`config.mk`:
```
export PLATFORM = sky130hd
export DESIGN_NAME = parking_gate_ctrl_flat
export DESIGN_NICKNAME = d
export VERILOG_FILES = /design/src/rtl/parking_gate_ctrl_if.sv /design/src/rtl/parking_gate_ctrl.sv /design/src/flat_wrapper.sv
export SDC_FILE = /design/constraint.sdc
export NUM_CORES = 1
export LEC_CHECK = 0
export BUFFER_PORTS_ARGS = -buffer_cell sky130_fd_sc_hd__buf_4
export CORE_MARGIN = 8
export CORE_UTILIZATION = 45
export DETAILED_ROUTE_END_ITERATION = 6
export GPL_ROUTABILITY_DRIVEN = 1
export GPL_TIMING_DRIVEN = 0
export PLACE_DENSITY_LB_ADDON = 0.12
export SLEW_MARGIN = 20
export SYNTH_ARGS = -nofsm -noshare
export SYNTH_HDL_FRONTEND = slang
export SYNTH_SLANG_ARGS = --single-unit
```
`constraint.sdc`:
```
create_clock -name clk -period 5.1 [get_ports clk]
set_input_delay 0.51 -clock clk [delete_from_list [all_inputs] [get_ports clk]]
set_output_delay 0.51 -clock clk [all_outputs]
set_load 0.01 [all_outputs]
```
`src/rtl/parking_gate_ctrl_if.sv`:
```
// Sensor/keypad/actuator bundle of the parking entry gate controller.
// master drives the sensors and keypad, slave (the controller) drives the gate status.
interface parking_gate_ctrl_if #(
    parameter int unsigned PIN_W = 8,
    parameter int unsigned CNT_W = 5
);
    logic             sensorA;
    logic             sensorB;
    logic [PIN_W-1:0] pass;
    logic             passValid;
    logic             carExit;
    logic             gateState;
    logic             blockAlarm;
    logic             wrongPinAlarm;
    logic [CNT_W-1:0] occupancy;
    logic             full;

    modport master (
        output sensorA, sensorB, pass, passValid, carExit,
        input  gateState, blockAlarm, wrongPinAlarm, occupancy, full
    );

    modport slave (
        input  sensorA, sensorB, pass, passValid, carExit,
        output gateState, blockAlarm, wrongPinAlarm, occupancy, full
    );
endinterface

```
`src/rtl/parking_gate_ctrl.sv`:
```
// Single entry gate: PIN check, tailgate detection, wrong-PIN lockout, lot occupancy.
// Optional PIN-entry timeout is built in when PGC_TIMEOUT_EN is defined.
module parking_gate_ctrl #(
    parameter int unsigned      PIN_W     = 8,
    parameter logic [PIN_W-1:0] PIN       = PIN_W'(44),
    parameter int unsigned      MAX_TRIES = 3,
    parameter int unsigned      CAPACITY  = 16,
    parameter int unsigned      CNT_W     = 5,
    parameter int unsigned      TIMEOUT   = 64
) (
    input  logic                clk,
    input  logic                reset,
    parking_gate_ctrl_if.slave  bus
);

    localparam int unsigned TRY_W = $clog2(MAX_TRIES + 1);

    localparam logic [2:0] S_IDLE    = 3'd0;
    localparam logic [2:0] S_WAIT    = 3'd1;
    localparam logic [2:0] S_OPEN    = 3'd2;
    localparam logic [2:0] S_BLOCKED = 3'd3;
    localparam logic [2:0] S_LOCKED  = 3'd4;

    if (MAX_TRIES < 1 || CAPACITY < 1 || TIMEOUT < 1 || (64'd1 << CNT_W) <= 64'(CAPACITY))
    begin : g_bad_params
        $error("parking_gate_ctrl: invalid parameter combination");
    end

    logic [2:0]       state_q, state_d;
    logic [TRY_W-1:0] tries_q, tries_d;
    logic             seen_b_q, seen_b_d;
    logic [CNT_W-1:0] occ_q, occ_d;
    logic             full_q, gate_q, block_q, wrong_q;
    logic             pin_ok;
    logic             entered;

`ifdef PGC_TIMEOUT_EN
    localparam int unsigned TMR_W = $clog2(TIMEOUT + 1);
    logic [TMR_W-1:0] tmr_q, tmr_d;
    logic             timed_out;

    assign timed_out = (tmr_q == TMR_W'(TIMEOUT - 1));
`endif

    assign pin_ok = bus.passValid && (bus.pass == PIN);

    // Next-state, try counter and vehicle-pass tracking
    always_comb begin
        state_d  = state_q;
        tries_d  = tries_q;
        seen_b_d = 1'b0;
        entered  = 1'b0;
        case (state_q)
            S_IDLE: begin
                if (bus.sensorA && !full_q) state_d = S_WAIT;
            end
            S_WAIT: begin
                if (bus.passValid) begin
                    if (bus.pass == PIN) begin
                        state_d = S_OPEN;
                        tries_d = '0;
                    end else begin
                        tries_d = tries_q + 1'b1;
                        if (tries_q + 1'b1 == TRY_W'(MAX_TRIES)) state_d = S_LOCKED;
                    end
                end else if (!bus.sensorA) begin
                    state_d = S_IDLE;
                    tries_d = '0;
                end
`ifdef PGC_TIMEOUT_EN
                else if (timed_out) begin
                    state_d = S_IDLE;
                    tries_d = '0;
                end
`endif
            end
            S_OPEN: begin
                seen_b_d = seen_b_q | bus.sensorB;
                // Tailgate wins over a vehicle completing its pass
                if (bus.sensorA && bus.sensorB) begin
                    state_d = S_BLOCKED;
                end else if (seen_b_q && !bus.sensorB && !bus.sensorA) begin
                    state_d = S_IDLE;
                    entered = 1'b1;
                end
            end
            S_BLOCKED: begin
                if (pin_ok) state_d = S_IDLE;
            end
            S_LOCKED: begin
                if (pin_ok) begin
                    state_d = S_OPEN;
                    tries_d = '0;
                end
            end
            default: state_d = S_IDLE;
        endcase
    end

    // Saturating occupancy; a simultaneous entry and exit cancel out
    always_comb begin
        occ_d = occ_q;
        if (entered && !bus.carExit) begin
            if (occ_q != CNT_W'(CAPACITY)) occ_d = occ_q + 1'b1;
        end else if (bus.carExit && !entered) begin
            if (occ_q != '0) occ_d = occ_q - 1'b1;
        end
    end

`ifdef PGC_TIMEOUT_EN
    always_comb begin
        tmr_d = '0;
        if (state_q == S_WAIT && state_d == S_WAIT && !bus.passValid) tmr_d = tmr_q + 1'b1;
    end

    always_ff @(posedge clk or posedge reset) begin
        if (reset) tmr_q <= '0;
        else       tmr_q <= tmr_d;
    end
`endif

    always_ff @(posedge clk or posedge reset) begin
        if (reset) begin
            state_q  <= S_IDLE;
            tries_q  <= '0;
            seen_b_q <= 1'b0;
            occ_q    <= '0;
            full_q   <= 1'b0;
            gate_q   <= 1'b0;
            block_q  <= 1'b0;
            wrong_q  <= 1'b0;
        end else begin
            state_q  <= state_d;
            tries_q  <= tries_d;
            seen_b_q <= seen_b_d;
            occ_q    <= occ_d;
            full_q   <= (occ_d == CNT_W'(CAPACITY));
            gate_q   <= (state_d == S_OPEN);
            block_q  <= (state_d == S_BLOCKED);
            wrong_q  <= (state_d == S_LOCKED);
        end
    end

    assign bus.gateState     = gate_q;
    assign bus.blockAlarm    = block_q;
    assign bus.wrongPinAlarm = wrong_q;
    assign bus.occupancy     = occ_q;
    assign bus.full          = full_q;

endmodule

```
`src/flat_wrapper.sv`:
```
// flat-port wrapper written by rule: the top's interface ports become plain ports
module parking_gate_ctrl_flat 
#(
    parameter int unsigned      PIN_W     = 8,
    parameter logic [PIN_W-1:0] PIN       = PIN_W'(44),
    parameter int unsigned      MAX_TRIES = 3,
    parameter int unsigned      CAPACITY  = 16,
    parameter int unsigned      CNT_W     = 5,
    parameter int unsigned      TIMEOUT   = 64
)
  (clk, reset, bus_sensorA, bus_sensorB, bus_pass, bus_passValid, bus_carExit, bus_gateState, bus_blockAlarm, bus_wrongPinAlarm, bus_occupancy, bus_full);
  parking_gate_ctrl_if #(.PIN_W(PIN_W), .CNT_W(CNT_W)) bus_i ();
  input  logic clk;
  input  logic reset;
  input wire logic [$bits(bus_i.sensorA)-1:0] bus_sensorA;
  input wire logic [$bits(bus_i.sensorB)-1:0] bus_sensorB;
  input wire logic [$bits(bus_i.pass)-1:0] bus_pass;
  input wire logic [$bits(bus_i.passValid)-1:0] bus_passValid;
  input wire logic [$bits(bus_i.carExit)-1:0] bus_carExit;
  output wire logic [$bits(bus_i.gateState)-1:0] bus_gateState;
  output wire logic [$bits(bus_i.blockAlarm)-1:0] bus_blockAlarm;
  output wire logic [$bits(bus_i.wrongPinAlarm)-1:0] bus_wrongPinAlarm;
  output wire logic [$bits(bus_i.occupancy)-1:0] bus_occupancy;
  output wire logic [$bits(bus_i.full)-1:0] bus_full;
  assign bus_i.sensorA = bus_sensorA;
  assign bus_i.sensorB = bus_sensorB;
  assign bus_i.pass = bus_pass;
  assign bus_i.passValid = bus_passValid;
  assign bus_i.carExit = bus_carExit;
  assign bus_gateState = bus_i.gateState;
  assign bus_blockAlarm = bus_i.blockAlarm;
  assign bus_wrongPinAlarm = bus_i.wrongPinAlarm;
  assign bus_occupancy = bus_i.occupancy;
  assign bus_full = bus_i.full;
  parking_gate_ctrl #(.PIN_W(PIN_W), .PIN(PIN), .MAX_TRIES(MAX_TRIES), .CAPACITY(CAPACITY), .CNT_W(CNT_W), .TIMEOUT(TIMEOUT)) u_core (.clk(clk), .reset(reset), .bus(bus_i));
endmodule
```
# Word level (Yosys, flattened, before mapping)
# Cells that the tools add are included.
# Widths: inputs -> output; s select.
[word_totals]
wordCells = 64
ramBits = 0
in_bits = 14
output_inout_bits = 9
n_memories = 0
rom_bits = 0
register_bits = 15
latch_bits = 0
[classes]
multipliers = 0
shift = 0
eq_ne = 13
addsub = 3
mux = 23
bitwise_logic = 1
reduce_logical = 16
div_mod_pow = 0
magnitude_cmp = 0
[op_table]
columns = ["op", "n"]
rows = [
  ["$mux 3", 9],
  ["$mux 5", 4],
  ["$pmux 3 s5", 1],
  ["$eq 3x2->1 const B", 4],
  ["$eq 8x6->1 const B", 1],
  ["$mux 2", 4],
  ["$logic_and 1x1->1", 7],
  ["$eq 3x3->1 const B", 2],
  ["$add 5x1->5 const B", 1],
  ["$eq 5x5->1 const B", 1],
  ["$logic_not 1->1", 5],
  ["$ne 5x5->1 const B", 1],
  ["$reduce_bool 5->1", 1],
  ["$sub 5x1->5 const B", 1],
  ["$mux 1", 4],
  ["$pmux 2 s2", 1],
  ["$eq 3x1->1 const B", 1],
  ["$logic_not 3->1", 1],
  ["$ne 3x3->1 const B", 1],
  ["$reduce_and 3->1", 1],
  ["$add 2x1->2 const B", 1],
  ["$eq 2x2->1 const B", 1],
  ["$ne 2x1->1 const B", 1],
  ["$reduce_bool 2->1", 1],
  ["$or 1x1->1", 1],
]

# Depth between registers and ports, before layout
# Gate-level depths: netlist of run 1.
[logic_depth]
word_depth = 11
depth_mapped = 7
ltp_nobuf = 7

# Worst setup path before layout of run 1
# No wires, ideal clock.
[synth_timing]
path_kind = "input to register"
start = "input bus_sensorB"
end = "register u_core.full_q, in the netlist u_core.bus.full"
t_arrival_ps = 1840
setup_time_ps = 96
slack_ps = 3164
n_path_buf = 1
t_required_ps = 5004
stages = 6
path_cell_list = "or3b_1 -> clkbuf_2 -> o31a_1 -> a311oi_2 -> a21oi_2 -> nor4_2"
[synth_via]
elab_chain_cells = 11
word_cells_on_any_way = 13
classes_between = "eq/ne: 1; mux: 5; reduce/logical: 7"
[synth_lines]
columns = ["item", "line_no", "rtl"]
rows = [
  ["from (decl)", "flat_wrapper.sv:16", "input wire logic [$bits(bus_i.sensorB)-1:0] bus_sensorB;"],
  ["$logic_not 1->1", "parking_gate_ctrl.sv:82", "end else if (seen_b_q && !bus.sensorB && !bus.sensorA) begin"],
  ["$logic_and 1x1->1 (2 in series)", "parking_gate_ctrl.sv:82", ""],
  ["$mux 1", "parking_gate_ctrl.sv:82", ""],
  ["$mux 1 *", "parking_gate_ctrl.sv:80", "if (bus.sensorA && bus.sensorB) begin"],
  ["$mux 1 *", "parking_gate_ctrl.sv:53", "case (state_q)"],
  ["$logic_not 1->1", "parking_gate_ctrl.sv:105", "end else if (bus.carExit && !entered) begin"],
  ["$logic_and 1x1->1", "parking_gate_ctrl.sv:105", ""],
  ["$mux 5", "parking_gate_ctrl.sv:105", ""],
  ["$mux 5 *", "parking_gate_ctrl.sv:103", "if (entered && !bus.carExit) begin"],
  ["named net u_core.occ_d[2]", "parking_gate_ctrl.sv:32", "logic [CNT_W-1:0] occ_q, occ_d;"],
  ["$eq 5x5->1 *", "parking_gate_ctrl.sv:137", "full_q <= (occ_d == CNT_W'(CAPACITY));"],
  ["to (signal assigned)", "parking_gate_ctrl.sv:137", ""],
  ["to (decl)", "parking_gate_ctrl.sv:33", "logic full_q, gate_q, block_q, wrong_q;"],
]
# Mark *: on every way through the listed nets, which the timed path passes. The rest lies on a longest branch.
# A chain may end at the register's enable or synchronous reset.

# Worst setup path in the final report of run 1
[layout_timing]
start = "register u_core.occ_q[1], in the netlist u_core.bus.occupancy[1]"
end = "register u_core.full_q, in the netlist u_core.bus.full"
[layout_via]
elab_chain_cells = 5
word_cells_on_any_way = 9
classes_between = "add/sub: 2; eq/ne: 2; mux: 4; reduce/logical: 1"
[layout_lines]
columns = ["item", "line_no", "rtl"]
rows = [
  ["from (decl)", "parking_gate_ctrl.sv:32", ""],
  ["from (signal assigned)", "parking_gate_ctrl.sv:127", "occ_q <= '0;"],
  ["from (signal assigned)", "parking_gate_ctrl.sv:136", "occ_q <= occ_d;"],
  ["$reduce_bool 5->1", "parking_gate_ctrl.sv:106", "if (occ_q != '0) occ_d = occ_q - 1'b1;"],
  ["$mux 5", "parking_gate_ctrl.sv:106", ""],
  ["$mux 5", "parking_gate_ctrl.sv:105", ""],
  ["$mux 5 *", "parking_gate_ctrl.sv:103", ""],
  ["named net u_core.occ_d[0]", "parking_gate_ctrl.sv:32", ""],
  ["$eq 5x5->1 *", "parking_gate_ctrl.sv:137", ""],
]
# Marks and branches as above.

==> impl_metrics.toml, run 1 <==
[sta]
finalSetupTns_ns = 0
rsz0062_at_grt = "no"
hold_viol_final = 0
setup_viol = 0
setup_slack_ns = 3.061
whs_ns = 0.2807
slew_headroom_pct = 57.79
finClkSkew_ns = 0.003385
max_freq_mhz = 490.4
finalMaxSlewViolations = 0
finalCritPeriodShare_pct = 39.99
fin_crit_ns = 2.039
tightestPinTransition_ns = 0.6318

[yosys]
seq_area_frac_synth_pct = 38.71
synth-seq-cells = 15
yosysUniqueCellTypes = 42
synth_area_per_cell_um2 = 9.235
yosysWarnings = 0
synth-edff-count = 0
async_flop_share_pct = 100.0
syn-num-nets = 122
synthCells = 105
synth_area_um2 = 969.7
yosys_most_used_dff = "dfrtp_1"

[floorplanning]
ios = 23
die_h_um = 62.42
die_area_um2 = 3896
rows = 17
core_um2 = 2127
die_w_um = 62.42
start_util_pct = 45.59

[routing]
viasPerCell = 5.715
first_pass_iters = 4
antenna_left = 0
drtIter0Drc = 17
wl_um = 2419
drc = 0
wl_per_cell_um = 15.31
vias = 903

[critical_path]
end_kind = "flop"
cp.arrival_ns = 2.23
critPathMaxFanout = 5
setup.worst_path.class = "flop to flop"
crit_required_ns = 5.29
critPathLaunchType = "flop"

[global_route]
grt_pass1_vias = 962
antenna_found_initial = 0
grt_first_pass_wirelength_um = 4250
grt_usage_pct = 13.14
grt_max_degree = 16
overflow = 0

[cells_and_area]
final_common_cell = "buf_4"
drive_gt1_share_pct = 26.15
nets = 148
syn_to_final_growth_pct = 22.71
utilization_pct = 55.94
fillers = 209
antenna_cells = 0
mostFrequentLayoutCells = "21 x buf_4, 15 x dfrtp_1, 11 x inv_1"

[cts]
clk_path_buf_depth = 2
tritoncts = "built"
cts_htree_levels = 1
cts.sinks = 15
clock_latency_ns = 0.28
cts-buffers-inserted = 3
cts-root-buf = "clkbuf_4"
postCtsSetupRepairBufs = 0
cts_resized = 0
clkTransAtPathRegs_ns = 0.09
cts-hold-fix-buffers = 0

[placement]
port_buffers = 21
place_hpwl_um = 1832
gp_congestion = 0.8415
pre_cts_ws_ns = 2.924

[min_path]
min_path_type = "input port to asynchronous set/reset pin"

[status]
status = "finished clean"

[pwr]
fin_total_pwr_uw = 517.1
ir_drop_uv = 294.0
pwr_density_cell_nw_per_um2 = 434.6
leakage_uw = 0.0005594

[job]
cap_violations = 0
[stage by stage]
step | std cells | area, µm²
detailed placement | 154 | 1162
floorplan | 105 | 969.7
global route | 158 | 1190
CTS | 158 | 1190
global placement | 154 | 1162
finish | 158 | 1190
[power breakdown]
| part | switching, µW | internal [µW] | leakage, µW |
|---|---|---|---|
| clock | 39.0 | 29.1 | 0.0000177 |
| sequential | 38.0 | 154 | 0.000195 |
| combinational | 136 | 121 | 0.000347 |
[flip-flops by register name, indices dropped and copies added, names as in the netlist]
signal / cells
u_core.bus.blockAlarm: 1
u_core.bus.gateState: 1
u_core.tries_q: 2
u_core.bus.full: 1
u_core.bus.wrongPinAlarm: 1
u_core.state_q: 3
u_core.seen_b_q: 1
u_core.bus.occupancy: 5
[cell families after synthesis]
group	share of synthesized area, %
adder cells (fa/ha/maj)	3.871
flip-flops	38.71
AO/OA/AOI/OAI	19.74
AND/OR/NAND/NOR	25.94
multiplexers	3.226
buffers and inverters	6.708
XOR/XNOR	1.807
[synth_stat cells, types with 2 or more instances]
cell / n / area, µm²
dfrtp_1: 15 / 375.4
inv_1: 11 / 41.29
a21oi_1: 9 / 45.04
nor2_1: 7 / 26.28
nor2b_1: 4 / 25.02
o21ai_0: 4 / 20.02
buf_2: 3 / 15.01
ha_1: 3 / 37.54
nand3_1: 3 / 15.01
nor3_1: 3 / 15.01
a22oi_1: 2 / 15.01
a31oi_1: 2 / 12.51
and2_1: 2 / 12.51
mux2i_1: 2 / 20.02
nand2_1: 2 / 7.510
nand4_1: 2 / 12.51
nor3b_1: 2 / 15.01
nor4_1: 2 / 12.51
o211a_1: 2 / 20.02
or3b_1: 2 / 17.52
xnor2_1: 2 / 17.52
[final cells by class]
| cell class | count | area (µm²) | share of cell area [%] |
|---|---|---|---|
| repair buffers | 21 | 157.7 | 13.25 |
| flip-flops and latches | 15 | 375.4 | 31.55 |
| clock buffers | 3 | 22.52 | 1.893 |
| well taps | 28 | 35.03 | 2.944 |
| clock inverters | 1 | 5.005 | 0.4206 |
| multi-input cells | 74 | 529.3 | 44.48 |
| inverters | 11 | 41.29 | 3.470 |
| plain buffers | 5 | 23.77 | 1.998 |
[worst paths after layout]
kind	start	to	slack (ns)	cells after the start
max in group asynchronous	reset	u_core.bus.occupancy[3]	4.44	2
worst min-delay path	reset	u_core.bus.occupancy[2]	0.28	2
worst min register to register	u_core.tries_q[0]	u_core.tries_q[0]	0.49	1
worst max-delay path	u_core.bus.occupancy[1]	u_core.bus.full	3.06	7
min in group clk	bus_sensorB	u_core.seen_b_q	0.47	3
worst max register to register	u_core.bus.occupancy[1]	u_core.bus.full	3.06	7
[worst max-delay path: stages, from the launching register on]
cell	delay, ns
dfrtp_1	0.44
inv_1	0.11
ha_1	0.21
nor3b_1	0.40
a22oi_1	0.17
a22oi_1	0.23
xnor2_1	0.12
nor4_2	0.26
[per-layer routing]
metal	track usage [%]	share of wire, %	vias up	wire length [µm]
li1	-	-	435	-
met1	13.92	42	441	1008
met2	23.67	52	25	1259
met3	2.688	5.0	2	121
met4	7.123	1.2	0	30
met5	0	0	-	0
Note: power is estimated with default switching activity, not from simulation.
==> run 2, diff against run 1 <==
==> constraint.sdc (replaced) <==
create_clock -name clk -period 2 [get_ports clk]
set_input_delay 0.2 -clock clk [delete_from_list [all_inputs] [get_ports clk]]
set_output_delay 0.2 -clock clk [all_outputs]
set_load 0.01 [all_outputs]
==> run 2 against run 1 <==
  * Register-to-register slack worse by 3.0 ns
  * Critical endpoint unchanged
  * Clock skew hardly changed
  * Combinational power grew to 2.8 times the previous value
  * Largest cell class unchanged
  * Largest power group unchanged
==> impl_metrics.toml, run 2 (same netlist as run 1, synthesis figures left out) <==
[critical_path]
cp.arrival_ns = 2.13
crit_chain = "or3b_1, buf_2, o211a_1, nor3_2, o21ai_2, nor4_2"
slowest_stage = "dfrtp_2"
r2r_cells = 6
crit_buf_inv = 1
slowest_delay_ns = 0.44
path_delay_family = "simple AND/OR/NAND/NOR gates"
critPathLaunchType = "flop"
critical_path_depth = 6
critPathMaxFanout = 6
crit_required_ns = 2.19
setup.worst_path.class = "flop to flop"
end_kind = "flop"

[routing]
vias = 904
wl_per_cell_um = 15.40
viasPerCell = 5.546
antenna_left = 0
wl_um = 2510
first_pass_iters = 5
drc = 0
drtIter0Drc = 19

[pwr]
pwr_density_cell_nw_per_um2 = 1102
leakage_uw = 0.0005946
ir_drop_uv = 768.7

[min_path]
min_path_type = "input port to flop"
holdPathStages = 3

[cells_and_area]
syn_to_final_growth_pct = 32.52
antenna_cells = 0
drive_gt1_share_pct = 37.78
final_area_um2 = 1285
mostFrequentLayoutCells = "26 x buf_4, 11 x inv_1, 11 x dfrtp_1"
largest_reg_flops = 5
nets = 153
final_common_cell = "buf_4"

[cts]
clock_latency_ns = 0.28
clk_path_buf_depth = 2
clkTransAtPathRegs_ns = 0.09
cts-buffers-inserted = 3
cts_htree_levels = 1
cts.sinks = 15
tritoncts = "built"
cts-root-buf = "clkbuf_4"

[floorplanning]
ios = 23
die_area_um2 = 3896
rows = 17
core_um2 = 2127
start_util_pct = 45.59
die_w_um = 62.42
die_h_um = 62.42

[sta]
slew_headroom_pct = 60.79
whs_ns = 0.1687
setup_viol = 0
finClkSkew_ns = 0.003220
hold_viol_final = 0
finalMaxSlewViolations = 0
tightestPinTransition_ns = 0.5876
fin_crit_ns = 1.939
finalSetupTns_ns = 0
max_freq_mhz = 515.6
finalCritPeriodShare_pct = 96.97

[job]
cap_violations = 0

[global_route]
grt_pass1_vias = 965
overflow = 0
grt_usage_pct = 13.18
grt_max_degree = 16
antenna_found_initial = 0
grt_first_pass_wirelength_um = 4257

[placement]
place_hpwl_um = 1832
gp_congestion = 0.8415
postPlaceCellArea_um2 = 1162
port_buffers = 21

[status]
status = "finished clean"
==> run 2: metrics by stage <==
stage	total power (µW)	utilization (%)	worst slack, ns	std cells
after floorplan	932.2	-	0.1919	105
after global placement	1124	54.65	0.04506	154
after detailed placement	1151	54.65	-0.002170	154
after CTS	1340	56.65	0.01696	159
after global routing	1538	60.41	-0.008053	163
final	1417	60.41	0.06063	163
==> run 2: worst min-delay path, delay by kind of cell <==
family	cells	cell delay (ns)
simple gates	2	0.11
buf+inv	1	0.10
==> run 2: final timing paths <==
path	startpoint	slack (ns)	to
worst max-delay path	u_core.state_q[0]	0.06	u_core.bus.full
worst min-delay path	bus_sensorB	0.17	u_core.seen_b_q
worst max register to register	u_core.state_q[0]	0.06	u_core.bus.full
worst min register to register	u_core.tries_q[0]	0.49	u_core.tries_q[0]
max in group asynchronous	reset	1.05	u_core.state_q[2]
min in group asynchronous	reset	0.53	u_core.bus.occupancy[2]
==> run 2: area by class of cell <==
cell class	count	area, µm²
Tap cell	28	35.03
Clock inverter	1	5.005
Multi-Input combinational cell	74	575.6
Inverter	11	41.29
Fill cell	202	842.1
Clock buffer	3	22.52
Buffer	4	20.02
Sequential cell	15	380.4
Timing Repair Buffer	27	205.2
==> run 2: repair_timing <==
item	4_1_cts	5_1_grt
endpoints found under the setup margin	1	1
pin swaps	0	2
hold buffers	1	0
hold endpoints to repair	15	0
gates resized for setup	1	14
setup buffers	0	5
==> run 2: report_power, final <==
part | internal (µW) | total, µW | switching, µW
logic | 362 | 714 | 352
registers | 401 | 530 | 129
clock network | 74.2 | 173 | 98.5
==> run 2: per-layer routing <==
metal  track usage (%)  vias up  part of all wire (%)
li1                  -      444                     -
met1             13.92      440                    43
met2             23.80       18                    52
met3             2.688        2                   4.2
met4             7.123        0                   1.2
met5                 0        -                     0
